===== src/rtl/sqrt_arb.sv =====
// sqrt_arb: round-robin arbiter in front of one shared pipelined square-root unit.
// Grants at most one requester per cycle and registers its operand into the
// sqrt unit. A tag pipe as deep as the sqrt latency carries the requester ID,
// so each result is steered back to the requester that issued it.
// Build option: define SQRT_ARB_FIXED_PRIO_EN to pin the priority pointer at 0
// (fixed lowest-index-wins priority). Round-robin is used when it is undefined.
module sqrt_arb #(
  parameter int N     = 4,
  parameter int WIDTH = 32,
  parameter int LAT   = 4
) (
  input  logic               clk,
  input  logic               reset_l,
  input  logic               hold,
  input  logic [N-1:0]       req_valid,
  input  logic [N*WIDTH-1:0] req_data,
  output logic [N-1:0]       req_ready,
  output logic [WIDTH-1:0]   sq_in,
  input  logic [WIDTH-1:0]   sq_out,
  output logic [N-1:0]       res_valid,
  output logic [WIDTH-1:0]   res_data,
  output logic               busy
);

  localparam int IDW = $clog2(N);
  typedef logic [IDW-1:0] id_t;

  // Pointer advance with an explicit wrap, since N need not be a power of 2.
  function automatic id_t f_next_ptr(input id_t id);
    if (int'(id) == N - 1) return '0;
    else                   return id + id_t'(1);
  endfunction

  function automatic logic [N-1:0] f_onehot(input id_t id);
    logic [N-1:0] oh;
    oh     = '0;
    oh[id] = 1'b1;
    return oh;
  endfunction

  id_t              r_ptr;
  logic             w_gnt;
  id_t              w_gnt_id;
  logic [N-1:0]     w_ready;

  logic             r_iss_v_p0;
  id_t              r_iss_id_p0;
  logic [WIDTH-1:0] r_sq_in_p0;

  logic [LAT-1:0]   r_tp_v;
  id_t              r_tp_id [LAT];

  logic [N-1:0]     r_res_valid_p1;
  logic [WIDTH-1:0] r_res_data_p1;

  // Pick the first valid requester at or after the pointer, scanning upward mod N.
  always_comb begin : p_grant
    int idx;
    idx      = 0;
    w_gnt    = 1'b0;
    w_gnt_id = '0;
    // Descending scan so the smallest offset from the pointer wins.
    for (int k = N - 1; k >= 0; k--) begin
      idx = int'(r_ptr) + k;
      if (idx >= N) idx = idx - N;
      if (req_valid[id_t'(idx)]) begin
        w_gnt    = 1'b1;
        w_gnt_id = id_t'(idx);
      end
    end
    if (!reset_l || hold) w_gnt = 1'b0;
  end

  // Expand the granted index into the one-hot ready vector.
  always_comb begin
    w_ready = '0;
    if (w_gnt) w_ready = f_onehot(w_gnt_id);
  end

  assign req_ready = w_ready;

  // ---- issue stage: operand into the sqrt unit, tag and pointer update ----
  always_ff @(posedge clk) begin
    if (!reset_l) begin
      r_ptr       <= '0;
      r_sq_in_p0  <= '0;
      r_iss_v_p0  <= 1'b0;
      r_iss_id_p0 <= '0;
    end else begin
      r_iss_v_p0 <= w_gnt;
      if (w_gnt) begin
        r_iss_id_p0 <= w_gnt_id;
        r_sq_in_p0  <= req_data[int'(w_gnt_id)*WIDTH +: WIDTH];
`ifdef SQRT_ARB_FIXED_PRIO_EN
        r_ptr <= '0;
`else
        r_ptr <= f_next_ptr(w_gnt_id);
`endif
      end
    end
  end

  assign sq_in = r_sq_in_p0;

  // ---- tag pipe: valid bits, cleared by reset so in-flight work is dropped ----
  always_ff @(posedge clk) begin
    if (!reset_l) begin
      r_tp_v <= '0;
    end else begin
      r_tp_v[0] <= r_iss_v_p0;
      for (int k = 1; k < LAT; k++) r_tp_v[k] <= r_tp_v[k-1];
    end
  end

  // Tag pipe IDs only matter where the matching valid bit is set.
  always_ff @(posedge clk) begin
    r_tp_id[0] <= r_iss_id_p0;
    for (int k = 1; k < LAT; k++) r_tp_id[k] <= r_tp_id[k-1];
  end

  // ---- output stage: steer the aligned sqrt result to its requester ----
  always_ff @(posedge clk) begin
    if (!reset_l) begin
      r_res_valid_p1 <= '0;
      r_res_data_p1  <= '0;
    end else begin
      r_res_data_p1  <= sq_out;
      r_res_valid_p1 <= r_tp_v[LAT-1] ? f_onehot(r_tp_id[LAT-1]) : '0;
    end
  end

  assign res_valid = r_res_valid_p1;
  assign res_data  = r_res_data_p1;
  assign busy      = r_iss_v_p0 | (|r_tp_v) | (|r_res_valid_p1);

endmodule


===== config.mk =====
export PLATFORM = sky130hd
export DESIGN_NAME = sqrt_arb
export DESIGN_NICKNAME = d
export VERILOG_FILES = /design/src/rtl/sqrt_arb.sv
export SDC_FILE = /design/constraint.sdc
export NUM_CORES = 1
export LEC_CHECK = 0
export CORE_MARGIN = 1.5
export CORE_UTILIZATION = 37
export CTS_CLUSTER_DIAMETER = 60
export DETAILED_ROUTE_END_ITERATION = 7
export PLACE_DENSITY = 0.83
export SYNTH_ARGS = -nofsm -noshare
export SYNTH_HDL_FRONTEND = slang
export SYNTH_SLANG_ARGS = --single-unit
export TNS_END_PERCENT = 10

===== constraint.sdc =====
create_clock -name clk -period 2.65 [get_ports clk]
set_input_delay 0.265 -clock clk [delete_from_list [all_inputs] [get_ports clk]]
set_output_delay 0.265 -clock clk [all_outputs]
set_load 0.05 [all_outputs]

==> results.yml, run 1 <==
outcome:
  status: "completed"
clock_network:
  cts_sinks: 85
  post_cts_buffers: 0
  cts.repair.resized: 0
  cts_made_buffers: 9
  clkTransAtPathRegs_ns: 0.09
  clk_path_buf_depth: 2
  clkLatencyLatePin_ns: 0.35
  tritoncts: "built"
  cts_hold_buf: 0
  ctsRootBufferMaster: "clkbuf_8"
  htree_levels: 3
setup_path:
  endpoint_kind: "output port"
  critPathKind: "reg -> out"
  r2r-end: "sq_in[22]$_SDFFE_PN0P_"
  r2r_slack_ns: 0.72
  worstRegToRegCells: 7
  crit_arrival_ns: 2.12
  critPathMaxFanout: 12
  cp-startpoint: "r_ptr[1]$_SDFFE_PN0P_"
  required_ns: 2.38
  worst_setup_path_start_kind: "flip-flop"
  reg2reg_from: "r_ptr[0]$_SDFFE_PN0P_"
  crit_path_end: "req_ready[0]"
sta:
  period_needed_ns: 2.39
  setup_slack_ns: 0.263
  finalHoldViolCount: 0
  worst_pin_slew_ns: 0.542
  drv_slew: 0
  final-setup-viol-count: 0
  fmax_ghz: 0.419
  max_slew_margin_pct: 63.7
  rsz0062_at_grt: "no"
  tns_ns: 0
  fin_crit_sh_pct: 90.1
  skew_ns: 0.0121
power:
  p_leak_nw: 2.49
  ir_drop_uv: 340
  p_per_area_nw_per_um2: 587
finish:
  n_antenna_cell: 0
  final_nets: 783
  area_delta_synth_final_pct: 76.3
  num-fill-cells: 743
  drive_gt1_share_pct: 7.10
grt:
  grt_pass1_vias: 3969
  antenna_found_initial: 0
  grt_first_pass_wirelength_um: 19300
  overflow: 0
  grt_use_total_pct: 24.2
  grt_start_max_net_pins: 47
synth:
  ys_warn_count: 0
  yosys_register_bits: 85
  synthArstFlopShare_pct: 0
  synthTopCellsByCount: "85 x dfxtp_1, 38 x and2_1, 38 x mux2i_1"
  syn_area_um2: 3620
  ys_seq_area_share_pct: 47.0
  synth_most_common_cell: "dfxtp_1"
  ys_types: 32
  synthTopCellsByArea: "dfxtp_1 47%, mux2i_1 11%, and2_1 6.6%"
  synth_top_cell_by_area: "dfxtp_1"
  syn-num-nets: 547
  yosysTopAreaCellShare_pct: 47.0
  synth_edf_count: 0
  syn_area_per_cell_um2: 9.54
  synth_ff_type: "dfxtp_1"
  synth_cells: 379
place:
  pre_cts_ws_ns: 0.183
  place.gp.congestion: 0.858
  portBuffers: 239
  dp_hpwl_um: 9890
flow_run:
  cap_violations: 0
floorplan:
  start_util_pct: 38.6
  placementRows: 35
  core_area_um2: 9370
  die_w_um: 102
  die-area_um2: 10400
  pin_count: 240
  die_h_um: 102
detailed_routing:
  via_per_inst: 5.17
  drt-wirelength-per-cell_um: 17.2
  first_pass_iters: 4
  vias: 3873
  wl_um: 12900
  remaining_drc_errors: 0
  drt_iter0_drc: 123
  ant_nets: 0
min_path:
  hp-class: "reg -> reg"
-- final cells by class --
class / count / area, um^2 / share of cell area (%)
Clock inverter: 6 / 53.8 / 0.844
Clock buffer: 10 / 138 / 2.16
Tap cell: 129 / 161 / 2.53
Sequential cell: 85 / 1700 / 26.7
Timing Repair Buffer: 254 / 2560 / 40.1
Inverter: 5 / 18.8 / 0.294
Multi-Input combinational cell: 260 / 1750 / 27.4
-- power by group --
group,switching (mW),internal [mW]
logic,0.780,0.606
registers,0.0649,1.40
clock network,0.503,0.383
total,1.35,2.39
-- through the flow --
step                      hold WS, ns  power (mW)  util [%]  instance area [um^2]  instances
after floorplan                 0.310        2.28         -                  3620        379
after global placement          0.312        2.86      66.0                  6190        733
after detailed placement        0.316        2.89      66.0                  6190        733
after CTS                       0.336        3.78      68.1                  6380        749
after global routing            0.340        3.91      68.1                  6380        749
final                           0.333        3.74      68.1                  6380        749
-- cells by family (layout without fill, tap and decap cells) --
logic type	Yosys count	count (layout)	share of synthesized area (%)
simple gates	131	131	19.1
compound gates	90	90	18.2
flops	85	85	47.0
mux	38	38	10.5
buf+inv	34	275	4.77
fa+ha+maj	1	1	0.346
-- flip-flops by register name (all words and copies together), names as in the netlist --
signal       flops
r_iss_id_p0      2
r_iss_v_p0       1
r_ptr            2
r_tp_id          8
r_tp_v           4
res_data        32
res_valid        4
sq_in           32
-- placed cells by master (no fill, tap or decap), types with 2 or more instances in the layout --
cell / instances
a211o_1: 27
and2_1: 38
buf_12: 5
buf_4: 14
clkbuf_8: 10
clkdlybuf4s50_1: 235
clkinv_4: 2
dfxtp_1: 85
inv_1: 3
inv_2: 2
inv_6: 2
mux2i_1: 38
nand2_1: 36
nand2_2: 2
nand3_1: 35
nor2_1: 8
nor2b_1: 2
nor3_1: 3
o211ai_1: 26
o21ai_0: 27
o221ai_1: 6
or4_1: 2
-- routing by layer --
metal,up-vias,wire length [um],GRT usage (%)
li1,1826,-,-
met1,1842,4690,25.0
met2,189,6900,47.9
met3,16,1100,5.81
met4,0,178,7.17
met5,-,0,0
-- how the worst min path moves through the flow --
stage / start / end / cells after the start
CTS: r_tp_id[2][1]$_DFF_P_ / r_tp_id[3][1]$_DFF_P_ / 0
global route: r_tp_id[2][1]$_DFF_P_ / r_tp_id[3][1]$_DFF_P_ / 0
global placement: r_tp_id[0][1]$_DFF_P_ / r_tp_id[1][1]$_DFF_P_ / 0
detailed placement: r_tp_id[2][1]$_DFF_P_ / r_tp_id[3][1]$_DFF_P_ / 0
floorplan: r_tp_id[0][0]$_DFF_P_ / r_tp_id[1][0]$_DFF_P_ / 0
finish: r_tp_id[2][1]$_DFF_P_ / r_tp_id[3][1]$_DFF_P_ / 0
-- worst max-delay path, cell delays in order (launching register included) --
cell      delay (ns)
dfxtp_1         0.51
nand2_1         0.10
a211oi_1        0.26
o21bai_2        0.20
inv_2           0.11
buf_4           0.22
nor2_1          0.20
buf_12          0.16
Note: power is estimated with default switching activity, not from simulation.
==> inputs of run 2 (changes only) <==
--- a/config.mk
+++ b/config.mk
@@ -6,10 +6,11 @@
 export NUM_CORES = 1
 export LEC_CHECK = 0
 export CORE_MARGIN = 1.5
-export CORE_UTILIZATION = 37
+export CORE_UTILIZATION = 30
 export CTS_CLUSTER_DIAMETER = 60
 export DETAILED_ROUTE_END_ITERATION = 7
-export PLACE_DENSITY = 0.83
+export GPL_TIMING_DRIVEN = 0
+export PLACE_DENSITY = 0.69
 export SYNTH_ARGS = -nofsm -noshare
 export SYNTH_HDL_FRONTEND = slang
 export SYNTH_SLANG_ARGS = --single-unit
==> constraint.sdc (replaced) <==
create_clock -name clk -period 2.8 [get_ports clk]
set_input_delay 0.28 -clock clk [delete_from_list [all_inputs] [get_ports clk]]
set_output_delay 0.28 -clock clk [all_outputs]
set_load 0.05 [all_outputs]
==> results.yml, run 2 (synthesis gave the netlist of run 1 again) <==
sta:
  worst_pin_slew_ns: 0.582
  skew_ns: 0.00973
  fmax_ghz: 0.382
  rsz0062_at_grt: "no"
  fin_crit_sh_pct: 93.5
  max_slew_margin_pct: 61.2
  final-setup-viol-count: 0
  finalHoldViolCount: 0
  period_needed_ns: 2.62
  drv_slew: 0
  tns_ns: 0
setup_path:
  slowest_delay_ns: 0.58
  critPathKind: "in -> out"
  critPathMaxFanout: 10
  endpoint_kind: "output port"
  crit_arrival_ns: 2.34
  crit_top_cell: "buf_4"
  r2r-end: "sq_in[17]$_SDFFE_PN0P_"
  worst_setup_path_start_kind: "primary input"
  path_cells: "clkdlybuf4s50_1 -> and2b_1 -> nor4_4 -> buf_4 -> nor2_4 -> buf_4 -> nand2_2 -> nor2_1 -> buf_2"
  critical_path_buf_inv_count: 4
  cpLargestDelayFamily: "buffers and inverters"
  slowest_stage: "clkdlybuf4s50_1"
  worstRegToRegCells: 7
  reg2reg_from: "r_ptr[1]$_SDFFE_PN0P_"
  required_ns: 2.52
  r2r_slack_ns: 0.85
detailed_routing:
  wl_um: 13200
  first_pass_iters: 4
  ant_nets: 0
  drt-wirelength-per-cell_um: 16.9
  vias: 3856
  drt_iter0_drc: 136
  via_per_inst: 4.94
  remaining_drc_errors: 0
grt:
  grt_first_pass_wirelength_um: 20300
  grt_use_met2_pct: 39.6
  grt_use_total_pct: 20.4
  grt-busiest-layer: "met2"
  met3_usage_pct: 7.28
  grt_start_max_net_pins: 17
  grt_pass1_vias: 4034
  antenna_found_initial: 0
  overflow: 0
  use_met1_pct: 20.7
min_path:
  holdPathStages: 0
  hp-class: "reg -> reg"
  holdPathEnd: "r_tp_id[3][1]$_DFF_P_"
  min_from: "r_tp_id[2][1]$_DFF_P_"
power:
  total_power_mw: 3.96
  seq_power_share_pct: 35.1
  p_clk_share_pct: 31.5
  p_leak_nw: 2.57
  p_sw_share_pct: 33.9
  ir_drop_uv: 303
  p_sw_mw: 1.34
  p_per_area_nw_per_um2: 606
  combinationalPowerShare_pct: 33.4
  p_int_mw: 2.61
place:
  placed_area_um2: 6190
  place.gp.congestion: 0.822
  portBuffers: 239
  dp_hpwl_um: 10500
clock_network:
  clkTransAtPathRegs_ns: 0.07
  cts_made_buffers: 9
  ctsRootBufferMaster: "clkbuf_16"
  clkLatencyLatePin_ns: 0.33
  clk_path_buf_depth: 2
  cts_sinks: 85
  cts_hold_buf: 0
  htree_levels: 3
  tritoncts: "built"
finish:
  final_common_cell: "clkdlybuf4s50_1"
  num-fill-cells: 1064
  stdcell_area_um2: 6530
  area_delta_synth_final_pct: 80.5
  mostFrequentLayoutCells: "235 x clkdlybuf4s50_1, 85 x dfxtp_1, 38 x and2_1, 38 x mux2i_1"
  final_nets: 801
  drive_gt1_share_pct: 8.93
  n_antenna_cell: 0
flow_run:
  cap_violations: 0
floorplan:
  die-area_um2: 12700
  placementRows: 39
  start_util_pct: 31.3
  core_area_um2: 11600
  pin_count: 240
  die_h_um: 113
  die_w_um: 113
outcome:
  status: "completed"
-- run 2: changes by cell type in the layout (fill, tap and decap cells not counted), sizes merged --
cell and change:
buf +8, inv -2, clkinvlp -1, clkdlybuf4s15 +1, clkbuf +8, bufinv +1
clkinv +3
-- run 2: layout make-up --
cell class                      count  area [um^2]  share of cell area (%)
Buffer                             29          154                    2.36
Timing Repair Buffer              243         2410                    36.9
Multi-Input combinational cell    260         1750                    26.9
Sequential cell                    85         1700                    26.1
Tap cell                          143          179                    2.74
Inverter                            5         18.8                   0.288
Clock inverter                      7         86.3                    1.32
Clock buffer                        9          225                    3.45
-- run 2: worst register-to-register path, cell delays in order (launching register included) --
cell and delay (ns):
dfxtp_1 0.47, o21ai_1 0.18, a211oi_4 0.40, nor2_4 0.10, buf_4 0.19, buf_4 0.20
mux2i_1 0.20, o211ai_1 0.10
-- run 2: routing by layer --
metal / share of wire (%) / wire, um / up-vias
li1: - / - / 1870
met1: 38 / 5010 / 1791
met2: 51 / 6760 / 183
met3: 10 / 1320 / 12
met4: 1.1 / 142 / 0
met5: 0 / 0 / -
-- run 2: repair_timing --
action / CTS / global route
resized for setup: 12 / 10
buffers inserted: 2 / 2
endpoints found under the setup margin: 4 / 4
pin swaps: 1 / 1
-- run 2: worst max path at each step --
stage | startpoint | to | slack, ns | cells after the start
5_1_grt | req_valid[0] | req_ready[2] | 0.01 | 9
2_1_floorplan | r_ptr[0]$_SDFFE_PN0P_ | req_ready[0] | 0.58 | 6
6_report | req_valid[0] | req_ready[2] | 0.18 | 9
3_3_place_gp | req_valid[2] | req_ready[2] | -0.55 | 8
3_5_place_dp | req_valid[2] | req_ready[2] | -0.63 | 8
4_1_cts | req_valid[2] | req_ready[3] | -0.07 | 9
-- run 2: power groups by stage --
stage          combinational (mW)  sequential [mW]  clock (mW)
2_1_floorplan               0.414             1.75           0
3_3_place_gp                 1.30             1.41           0
3_5_place_dp                 1.31             1.42           0
4_1_cts                      1.32             1.39        1.27
5_1_grt                      1.40             1.40        1.33
6_report                     1.32             1.39        1.25
-- run 2: metrics by stage --
step	setup WS (ns)	utilization (%)	cells	hold WS, ns
floorplan	0.576	-	379	0.310
global placement	-0.549	53.5	761	0.311
detailed placement	-0.628	53.5	761	0.319
CTS	-0.0668	56.4	779	0.336
global route	0.0107	56.4	781	0.335
finish	0.181	56.4	781	0.331
